File: src/rtl/obuf_a_data_pkg.sv
// Shared definitions for the router output-buffer data path: port count,
// port index names and the one-hot grant check.
package obuf_a_data_pkg;

  localparam int NUM_PORTS = 5;

  // Input buffer index for each direction; bit i of a grant selects port i.
  typedef enum logic [2:0] {
    PORT_N = 3'd0,
    PORT_E = 3'd1,
    PORT_S = 3'd2,
    PORT_W = 3'd3,
    PORT_L = 3'd4
  } port_idx_e;

  // True when exactly one bit of the grant vector is set.
  function automatic logic is_onehot(input logic [NUM_PORTS-1:0] v);
    int ones;
    ones = 0;
    for (int i = 0; i < NUM_PORTS; i++) begin
      ones += int'(v[i]);
    end
    return (ones == 1);
  endfunction

endpackage

File: src/rtl/obuf_a_data_fifo.sv
// Generic DEPTH x W circular FIFO with occupancy count and a synchronous
// clear. The head entry is kept in its own register so the output is a
// clean flop with no combinational path from wr/rd/clr.
module obuf_fifo #(
  parameter int DEPTH = 2,
  parameter int W     = 23,
  parameter int CNT_W = $clog2(DEPTH + 1)
) (
  input  logic             clk,
  input  logic             rst,
  input  logic             clr,
  input  logic             wr,
  input  logic [W-1:0]     wr_data,
  input  logic             rd,
  output logic [CNT_W-1:0] count,
  output logic [CNT_W-1:0] count_next,
  output logic [W-1:0]     head
);

  localparam int PTR_W = (DEPTH > 1) ? $clog2(DEPTH) : 1;

  logic [W-1:0]     mem [DEPTH];
  logic [PTR_W-1:0] wr_ptr_reg, wr_ptr_next;
  logic [PTR_W-1:0] rd_ptr_reg, rd_ptr_next;
  logic [CNT_W-1:0] count_reg;
  logic [W-1:0]     head_reg, head_next;
  logic             wr_ok;
  logic             rd_ok;

  // Pointer advance with explicit wrap so non-power-of-two depths work.
  function automatic logic [PTR_W-1:0] ptr_inc(input logic [PTR_W-1:0] p);
    return (p == PTR_W'(DEPTH - 1)) ? '0 : p + 1'b1;
  endfunction

  // Clear wins over both ports; guards keep a stray wr/rd from corrupting state.
  assign wr_ok = wr & ~clr & (count_reg < CNT_W'(DEPTH));
  assign rd_ok = rd & ~clr & (count_reg != '0);

  // Next pointers, count and head entry.
  always_comb begin
    wr_ptr_next = wr_ptr_reg;
    rd_ptr_next = rd_ptr_reg;
    count_next  = count_reg;
    head_next   = head_reg;
    if (clr) begin
      wr_ptr_next = '0;
      rd_ptr_next = '0;
      count_next  = '0;
    end else begin
      if (wr_ok) wr_ptr_next = ptr_inc(wr_ptr_reg);
      if (rd_ok) rd_ptr_next = ptr_inc(rd_ptr_reg);
      if (wr_ok && !rd_ok) count_next = count_reg + 1'b1;
      if (rd_ok && !wr_ok) count_next = count_reg - 1'b1;
      // Refresh head only when something will be stored; when empty it
      // keeps the last value read. Bypass when the new write lands at head.
      if (count_next != '0) begin
        if (wr_ok && (wr_ptr_reg == rd_ptr_next)) head_next = wr_data;
        else                                      head_next = mem[rd_ptr_next];
      end
    end
  end

  // Storage array: one write-enabled row per entry, not reset.
  for (genvar gi = 0; gi < DEPTH; gi++) begin : g_mem
    always_ff @(posedge clk) begin
      if (wr_ok && (wr_ptr_reg == PTR_W'(gi))) mem[gi] <= wr_data;
    end
  end

  // Control and head registers.
  always_ff @(posedge clk or posedge rst) begin
    if (rst) begin
      wr_ptr_reg <= '0;
      rd_ptr_reg <= '0;
      count_reg  <= '0;
      head_reg   <= '0;
    end else begin
      wr_ptr_reg <= wr_ptr_next;
      rd_ptr_reg <= rd_ptr_next;
      count_reg  <= count_next;
      head_reg   <= head_next;
    end
  end

  assign count = count_reg;
  assign head  = head_reg;

endmodule

File: src/rtl/obuf_a_data.sv
// A-channel output buffer of one router output port: muxes the granted
// input-buffer payload into a small FIFO and drives it to the neighbour
// over valid/ready.
module obuf_a_data
  import obuf_a_data_pkg::*;
#(
  parameter int PYLD_W = 23,
  parameter int DEPTH  = 2
) (
  input  logic                        clk,
  input  logic                        rst,
  input  logic                        pg_en,
  input  logic [NUM_PORTS-1:0]        arb_gnt,
  input  logic [NUM_PORTS-1:0]        in_vld,
  input  logic [NUM_PORTS*PYLD_W-1:0] payload_i,
  output logic                        obuf_rdy,
  output logic                        obuf_vld,
  input  logic                        nbr_rdy,
  output logic [PYLD_W-1:0]           payload_o,
  output logic                        gnt_err
);

  localparam int CNT_W = $clog2(DEPTH + 1);

  logic [PYLD_W-1:0] masked [NUM_PORTS];
  logic [PYLD_W-1:0] wr_data;
  logic              wr;
  logic              rd;
  logic [CNT_W-1:0]  count;
  logic [CNT_W-1:0]  count_next;
  logic              obuf_rdy_reg, obuf_rdy_next;
  logic              gnt_err_reg, gnt_err_next;

  // Gate each input payload by its grant bit.
  for (genvar gi = 0; gi < NUM_PORTS; gi++) begin : g_mask
    assign masked[gi] = payload_i[gi*PYLD_W +: PYLD_W] & {PYLD_W{arb_gnt[gi]}};
  end

  // OR the gated payloads together; a bad multi-hot grant ORs them.
  always_comb begin
    wr_data = '0;
    for (int i = 0; i < NUM_PORTS; i++) begin
      wr_data = wr_data | masked[i];
    end
  end

  assign wr = obuf_rdy_reg & (|(arb_gnt & in_vld));
  assign rd = obuf_vld & nbr_rdy;

  obuf_fifo #(
    .DEPTH (DEPTH),
    .W     (PYLD_W),
    .CNT_W (CNT_W)
  ) u_fifo (
    .clk        (clk),
    .rst        (rst),
    .clr        (pg_en),
    .wr         (wr),
    .wr_data    (wr_data),
    .rd         (rd),
    .count      (count),
    .count_next (count_next),
    .head       (payload_o)
  );

  // Ready reflects occupancy after this edge; power gate forces it low.
  always_comb begin
    obuf_rdy_next = (count_next < CNT_W'(DEPTH)) & ~pg_en;
    gnt_err_next  = gnt_err_reg | (wr & ~is_onehot(arb_gnt));
  end

  // Ready and sticky grant-error registers.
  always_ff @(posedge clk or posedge rst) begin
    if (rst) begin
      obuf_rdy_reg <= 1'b0;
      gnt_err_reg  <= 1'b0;
    end else begin
      obuf_rdy_reg <= obuf_rdy_next;
      gnt_err_reg  <= gnt_err_next;
    end
  end

  assign obuf_rdy = obuf_rdy_reg;
  assign obuf_vld = (count != '0);
  assign gnt_err  = gnt_err_reg;

endmodule
File: config.mk
export PLATFORM = sky130hd
export DESIGN_NAME = obuf_a_data
export DESIGN_NICKNAME = d
export VERILOG_FILES = /design/src/rtl/obuf_a_data_pkg.sv /design/src/rtl/obuf_a_data_fifo.sv /design/src/rtl/obuf_a_data.sv
export SDC_FILE = /design/constraint.sdc
export NUM_CORES = 1
export LEC_CHECK = 0
export CAP_MARGIN = 30
export CORE_UTILIZATION = 33
export CTS_BUF_LIST = sky130_fd_sc_hd__clkbuf_4
export DETAILED_ROUTE_END_ITERATION = 8
export PLACE_DENSITY = 0.66
export SLEW_MARGIN = 20
export SYNTH_ARGS = -nofsm -noshare
export SYNTH_HDL_FRONTEND = slang
export SYNTH_SLANG_ARGS = --single-unit
File: constraint.sdc
create_clock -name clk -period 1.95 [get_ports clk]
set_input_delay 0.39 -clock clk [delete_from_list [all_inputs] [get_ports clk]]
set_output_delay 0.39 -clock clk [all_outputs]
set_load 0.02 [all_outputs]
# After elaboration in Yosys (flattened, before gate mapping)
# Memories as Yosys holds them, arrays and structs flattened.
# Index checks and enable logic that the tools add are counted.
dict set report op_classes {
  n_bitwise 22
  n_lt_le_gt_ge 2
  mux 19
  reduce_logical 13
  eq_ne 2
  add_sub_neg 8
}
# op n
set op_table {}
lappend op_table {{AND 23 bit} 5}
lappend op_table {{OR 23 bit} 4}
lappend op_table {{two-way mux 23 bit} 2}
lappend op_table {{OR reduction 23 bit} 1}
lappend op_table {{two-way mux 1 bit} 13}
lappend op_table {{AND 1 bit} 8}
lappend op_table {{two-way mux 2 bit} 4}
lappend op_table {{nonzero test 2 bit} 3}
lappend op_table {{adder 4 x 1 -> 5 bit} 1}
lappend op_table {{AND 5 bit} 1}
lappend op_table {{== test 5 x 1 -> 1 bit, second input constant} 1}
lappend op_table {{logical AND 1 bit} 5}
lappend op_table {{OR reduction 5 bit} 1}
lappend op_table {{adder 3 x 1 -> 4 bit} 1}
lappend op_table {{less-than comparator 2 bit, second input constant} 2}
lappend op_table {{adder 2 x 1 -> 3 bit} 1}
lappend op_table {{NOT 1 bit} 3}
lappend op_table {{adder 1 bit, second input constant} 2}
lappend op_table {{adder 1 x 1 -> 2 bit} 1}
lappend op_table {{adder 2 x 1 -> 2 bit, second input constant} 1}
lappend op_table {{zero test 1 bit} 2}
lappend op_table {{AND reduction 2 bit} 1}
lappend op_table {{subtractor 2 x 1 -> 2 bit, second input constant} 1}
lappend op_table {{== test 1 bit} 1}
lappend op_table {{OR 1 bit} 1}
dict set report word_totals {
  output_inout_bits 26
  reg_bits 29
  input_bits 129
  n_memories 1
  word_cells 73
  ramBits 46
}
# name depth word_bits read_ports rd_clocked_by_memory_dff wr line
set memory_table {}
lappend memory_table {u_fifo.mem 2 23 1 0 1 obuf_a_data_fifo.sv:22} ;# logic [W-1:0] mem [DEPTH];

# Longest topological paths before layout
dict set report depth {
  depth_word 12
  mapped_depth 9
  ltp_nobuf 7
}

# Hierarchy
# From an unflattened synthesis, not the netlist that was laid out.
dict set report unflattened {
  cells_unflattened 373
  area_unflattened_um2 4346.7
}
# mod area_each_um2 cells_per_inst seq_area_each_um2 n_inst
set by_module_without_submodules {}
lappend by_module_without_submodules {obuf_fifo 3570.9 270 2057.0 1}
lappend by_module_without_submodules {obuf_a_data 775.7 103 50.0 1}

# Worst setup path before layout
# No wires, ideal clock.
dict set report synth_timing {
  path_kind {input to register}
  start {input port arb_gnt[0]}
  end {memory u_fifo.mem[0][0], enable pin}
  t_arrival_ns 1.818
  setup_slack_ns -0.271
  cell_stages 4
  n_path_buf 0
  required_ns 1.547
  setup_time_ns 0.403
  cell_sequence {a222oi_1 -> a21boi_2 -> nand2_1 -> nor2_1}
}
dict set report synth_via {
  elab_chain_cells 10
  elab_cells_between_ends 14
  cone_classes {6 x mux; 4 x bitwise; 4 x reduce/logical}
}
# item line
set synth_rtl {}
lappend synth_rtl {{start: declaration} obuf_a_data.sv:13} ;# input logic [NUM_PORTS-1:0] arb_gnt,
lappend synth_rtl {{AND 5 bit (*)} obuf_a_data.sv:47} ;# assign wr = obuf_rdy_reg & (|(arb_gnt & in_vld));
lappend synth_rtl {{OR reduction 5 bit (*)} obuf_a_data.sv:47}
lappend synth_rtl {{AND 1 bit (*)} obuf_a_data.sv:47}
lappend synth_rtl {{AND 1 bit (*) (2 in series)} obuf_a_data_fifo.sv:36} ;# assign wr_ok = wr & ~clr & (count_reg < CNT_W'(DEPTH));
lappend synth_rtl {{logical AND 1 bit} obuf_a_data_fifo.sv:66} ;# if (wr_ok && (wr_ptr_reg == PTR_W'(gi))) mem[gi] <= wr_data;
lappend synth_rtl {{two-way mux 1 bit} obuf_a_data_fifo.sv:66}
lappend synth_rtl {{two-way mux 1 bit (implied by the code)} obuf_a_data_fifo.sv:66}
lappend synth_rtl {{OR reduction 23 bit (no source line)} -}
lappend synth_rtl {{two-way mux 1 bit (no source line)} -}
lappend synth_rtl {{end: declaration} obuf_a_data_fifo.sv:22}
# Mark *: on every way between the ends. The rest lies on a longest branch, timed or not.

# Final worst setup path
dict set report layout_timing {
  start {register u_fifo.count_reg[0] (netlist: u_fifo.count[0])}
  end {register u_fifo.head_reg[1] (netlist: u_fifo.head[1])}
}
dict set report layout_via {
  elab_chain_cells 11
  elab_cells_between_ends 23
  cone_classes {2 x add/sub; 1 x order compare; 1 x eq/ne; 6 x mux; 4 x bitwise; 8 x reduce/logical; 1 x memory}
}
# item line
set layout_rtl {}
lappend layout_rtl {{start: declaration} obuf_a_data_fifo.sv:25} ;# logic [CNT_W-1:0] count_reg;
lappend layout_rtl {{start signal: assignment} obuf_a_data_fifo.sv:80} ;# count_reg <= count_next;
lappend layout_rtl {{nonzero test 2 bit} {obuf_a_data_fifo.sv:37, obuf_a_data.sv:84}}
lappend layout_rtl {{AND 1 bit} obuf_a_data.sv:48} ;# assign rd = obuf_vld & nbr_rdy;
lappend layout_rtl {{AND 1 bit (2 in series)} obuf_a_data_fifo.sv:37} ;# assign rd_ok = rd & ~clr & (count_reg != '0);
lappend layout_rtl {{zero test 1 bit} obuf_a_data_fifo.sv:52} ;# if (wr_ok && !rd_ok) count_next = count_reg + 1'b1;
lappend layout_rtl {{logical AND 1 bit} obuf_a_data_fifo.sv:52}
lappend layout_rtl {{two-way mux 2 bit} obuf_a_data_fifo.sv:52}
lappend layout_rtl {{two-way mux 2 bit} obuf_a_data_fifo.sv:53} ;# if (rd_ok && !wr_ok) count_next = count_reg - 1'b1;
lappend layout_rtl {{two-way mux 2 bit} obuf_a_data_fifo.sv:45} ;# if (clr) begin
lappend layout_rtl {{nonzero test 2 bit} obuf_a_data_fifo.sv:56} ;# if (count_next != '0) begin
lappend layout_rtl {{AND reduction 2 bit (no source line)} -}
lappend layout_rtl {{end signal: assignment} obuf_a_data_fifo.sv:81} ;# head_reg <= head_next;
lappend layout_rtl {{end: declaration} obuf_a_data_fifo.sv:26} ;# logic [W-1:0] head_reg, head_next;
# Parallel ways exist; a longest one is shown, timed or not. The select of a mux whose other input is x is not followed.
# A chain may end at the register's enable or synchronous reset.

==> summary.md <==
| Metric | Value |
|---|---|
| Status | `complete, but fails checks` |
| Failing checks | `setup timing` |
| Placed Area | `0.005811 mm²` |
| FF-to-FF setup slack | `-20 ps` |
| WS Path Type | `reg2reg` |
| Dpl cells | `605` |
| # diodes | `0` |
| Ratio of cells with drive above 1 in the final layout | `roughly 20%` |
| RSZ-0062 raised after global routing | `yes` |
| Post-route cell area | `0.006186 mm²` |
| Worst Clk Skew | `12.18 ps` |
| CP arrival | `~2300 ps` |
| Area grow syn2layout | `61.57%` |
| Clock buffer count from CTS | `9` |
| Relative slew slack | `72.95%` |
| Post-synthesis cell count | `295` |
| Final worst-path cycle share | `101.2%` |
| Worst path required time | `2280 ps` |
| # DRC | `0` |
| Hold crit path type | `in2async` |
| Height of the die | `109.7 µm` |
| Detail Placement HPWL | `8568 µm` |
| CP endpoint kind | `flip-flop` |
| Worst path cell trace | `inv_2, ha_4, nor3b_2, buf_4, xnor2_4, buf_6, buf_16, mux2_2, mux2i_1, mux2i_1` |
| Die width | `109.7 µm` |
| Design Power | `7.260 mW` |
| Clock root cell | `clkbuf_4` |
| Yosys cell types | `26` |
| CTS tree | `yes` |
| Min cycle time layout | `1974 ps` |
| Sink Count | `75` |
| Slew @ Worst Pin | `405.8 ps` |
| Core Area | `0.01108 mm²` |
| Largest stage delay on the critical path | `around 390 ps` |
| Final wirelength | `roughly 12000 µm` |
| Final hold slack | `300.5 ps` |
| # setup viols final | `3` |
| CTS Hold Bufs | `0` |
| CP startpoint kind | `flip-flop` |
| Worst vdd ir | `roughly 0.47 mV` |
| Vias | `3252` |
| First-pass detailed-route iteration total | `5` |
| Clock buffer depth | `2` |
| GRT overflow | `0` |
| RR Startpoint | `u_fifo.count[0]` |
| Commonest non-fill, non-tap cell in the layout | `clkdlybuf4s50_1` |
| H-tree level count | `3` |
| Number of routed nets with antenna violations | `0` |
| Power Density | `1174 mW/mm²` |
| First-pass GRT wire length | `around 18000 µm` |
| Quantity of I/O buffers inserted on ports | `154` |
| Largest net degree at the start of global routing | `25` |
| Setup ws final | `-23.62 ps` |
| Ys Warns | `0` |
| #FFs+latches synth | `75` |
| Non-Filler Instances | `632` |
| Final slew viol count | `0` |
| First DRT Iteration DRCs | `185` |
| CP max FO | `6` |
| R2r endpoint | `u_fifo.head[1]` |
| Most frequent cells in the layout | `145 x clkdlybuf4s50_1, 46 x mux2i_1, 46 x edfxtp_1, 32 x buf_4, 29 x dfrtp_1` |
| Fmax | `506.7 MHz` |
| Leak Pwr | `2.695 nW` |
| Io pins | `155` |
| Clk slew on worst S/H paths | `130 ps` |
| Drt wl/cell | `18.80 µm` |
| Synth Net Count | `~430` |
| Slowest-stage cell, CP | `dfrtp_1` |
| Max cap viols | `0` |
| FP Rows | `38` |
| Mapped Avg Cell Area | `12.98 µm²` |
| Via density | `5.146` |
| Clock latency on the worst-skew pair | `430 ps` |
| Netlist Area Pre-Place | `around 0.0038 mm²` |
| Final nets | `620` |
| Max reg flops | `46` |
| Hold violation total from the final report | `0` |
| Cell mode on critical path | `mux2i_1` |
| Vias in the first global route | `3394` |
| Die ar. | `approximately 0.012 mm²` |
| Seq/Total Area, Yosys | `55.03%` |
| Antenna violations before repair | `0` |
| Initial Util | `34.56%` |
| Overall routing resource usage | `roughly a fifth` |
| R2R cell count | `10` |
| GPL Wtd Cong | `0.8316` |
==> per-layer routing <==
metal	GRT usage, %	up-vias	wire (µm)
li1	-	1514	-
met1	23.25	1580	4792
met2	37.15	145	5927
met3	4.979	13	1034
met4	6.571	0	126
met5	0	-	0
==> cells by family after synthesis <==
kind of cell               after synthesis  share of synthesized area [%]
buffers and inverters                   45                          5.392
DFF                                     75                          55.03
AOI/OAI and AO/OA                       52                          12.35
muxes                                   71                          19.31
xor gates and xnor gates                 6                          1.373
and+or+nand+nor                         42                          4.837
adders and majority gates                4                          1.699
==> through the flow <==
stage          utilization (%)  TNS, ps  setup WS, ps
4_1_cts                  56.25    -1490        -89.89
6_report                 55.84   -50.57        -23.62
3_3_place_gp             52.45   -30140        -596.2
3_5_place_dp             52.45   -35360        -697.9
5_1_grt                  55.84    -2255        -136.4
2_1_floorplan                -   -359.1        -17.96
==> cells in the mapped netlist (all sizes together) <==
master    n  area, µm²
a21boi    1      11.26
a21o      1      7.510
a222oi   24      240.2
a22oi    25      187.7
and2      2      12.51
and3      1      6.260
buf       6      60.06
clkbuf   11      41.29
dfrtp    29      725.7
edfxtp   46       1381
fa        2      40.04
ha        2      25.02
inv      28      105.1
mux2     23      259.0
mux2i    48      480.5
nand2    25      93.84
nand2b    1      6.260
nand3     3      15.01
nor2      7      26.28
nor2b     1      6.260
nor3b     1      7.510
o2111ai   1      26.28
or4       1      11.26
xnor2     5      43.79
xor2      1      8.760
==> cell type report <==
| cell class | count | area, µm² |
|---|---|---|
| Timing Repair Buffer | 198 | 1973 |
| Tap cell | 140 | 175.2 |
| Clock inverter | 7 | 148.9 |
| Clock buffer | 9 | 67.56 |
| Fill cell | 971 | 4892 |
| Multi-Input combinational cell | 175 | 1609 |
| Sequential cell | 75 | 2107 |
| Inverter | 28 | 105.1 |
==> critical path, delay by kind of cell (launching register included) <==
family	cells	cell delay (ps)
DFF	1	390
and+or+nand+nor	1	140
buffers and inverters	4	500
muxes	3	550
adders and majority gates	1	160
xor gates and xnor gates	1	140
==> where the power goes <==
group          switching [mW]  internal [mW]  total [mW]
sequential              0.216           2.12        2.33
clock                   0.587          0.790        1.38
combinational            1.61           1.94        3.55
total                    2.41           4.85        7.26
==> worst max path at each step <==
stage,depth (start not counted),slack (ps),endpoint,from
2_1_floorplan,6,-20,u_fifo.head[0],arb_gnt[0]
3_3_place_gp,7,-600,u_fifo.head[7],arb_gnt[0]
3_5_place_dp,7,-700,u_fifo.head[18],arb_gnt[0]
4_1_cts,10,-90,u_fifo.head[6],u_fifo.count[1]
5_1_grt,10,-140,u_fifo.head[19],u_fifo.count[0]
6_report,10,-20,u_fifo.head[1],u_fifo.count[0]
==> repair_timing <==
item                                    4_1_cts  5_1_grt
endpoints found under the setup margin       25       23
pin swaps                                     3        5
resized for setup                            27       19
gates cloned                                  4        0
buffers inserted                              7        5
No activity file was read; power rests on OpenSTA's default activity.
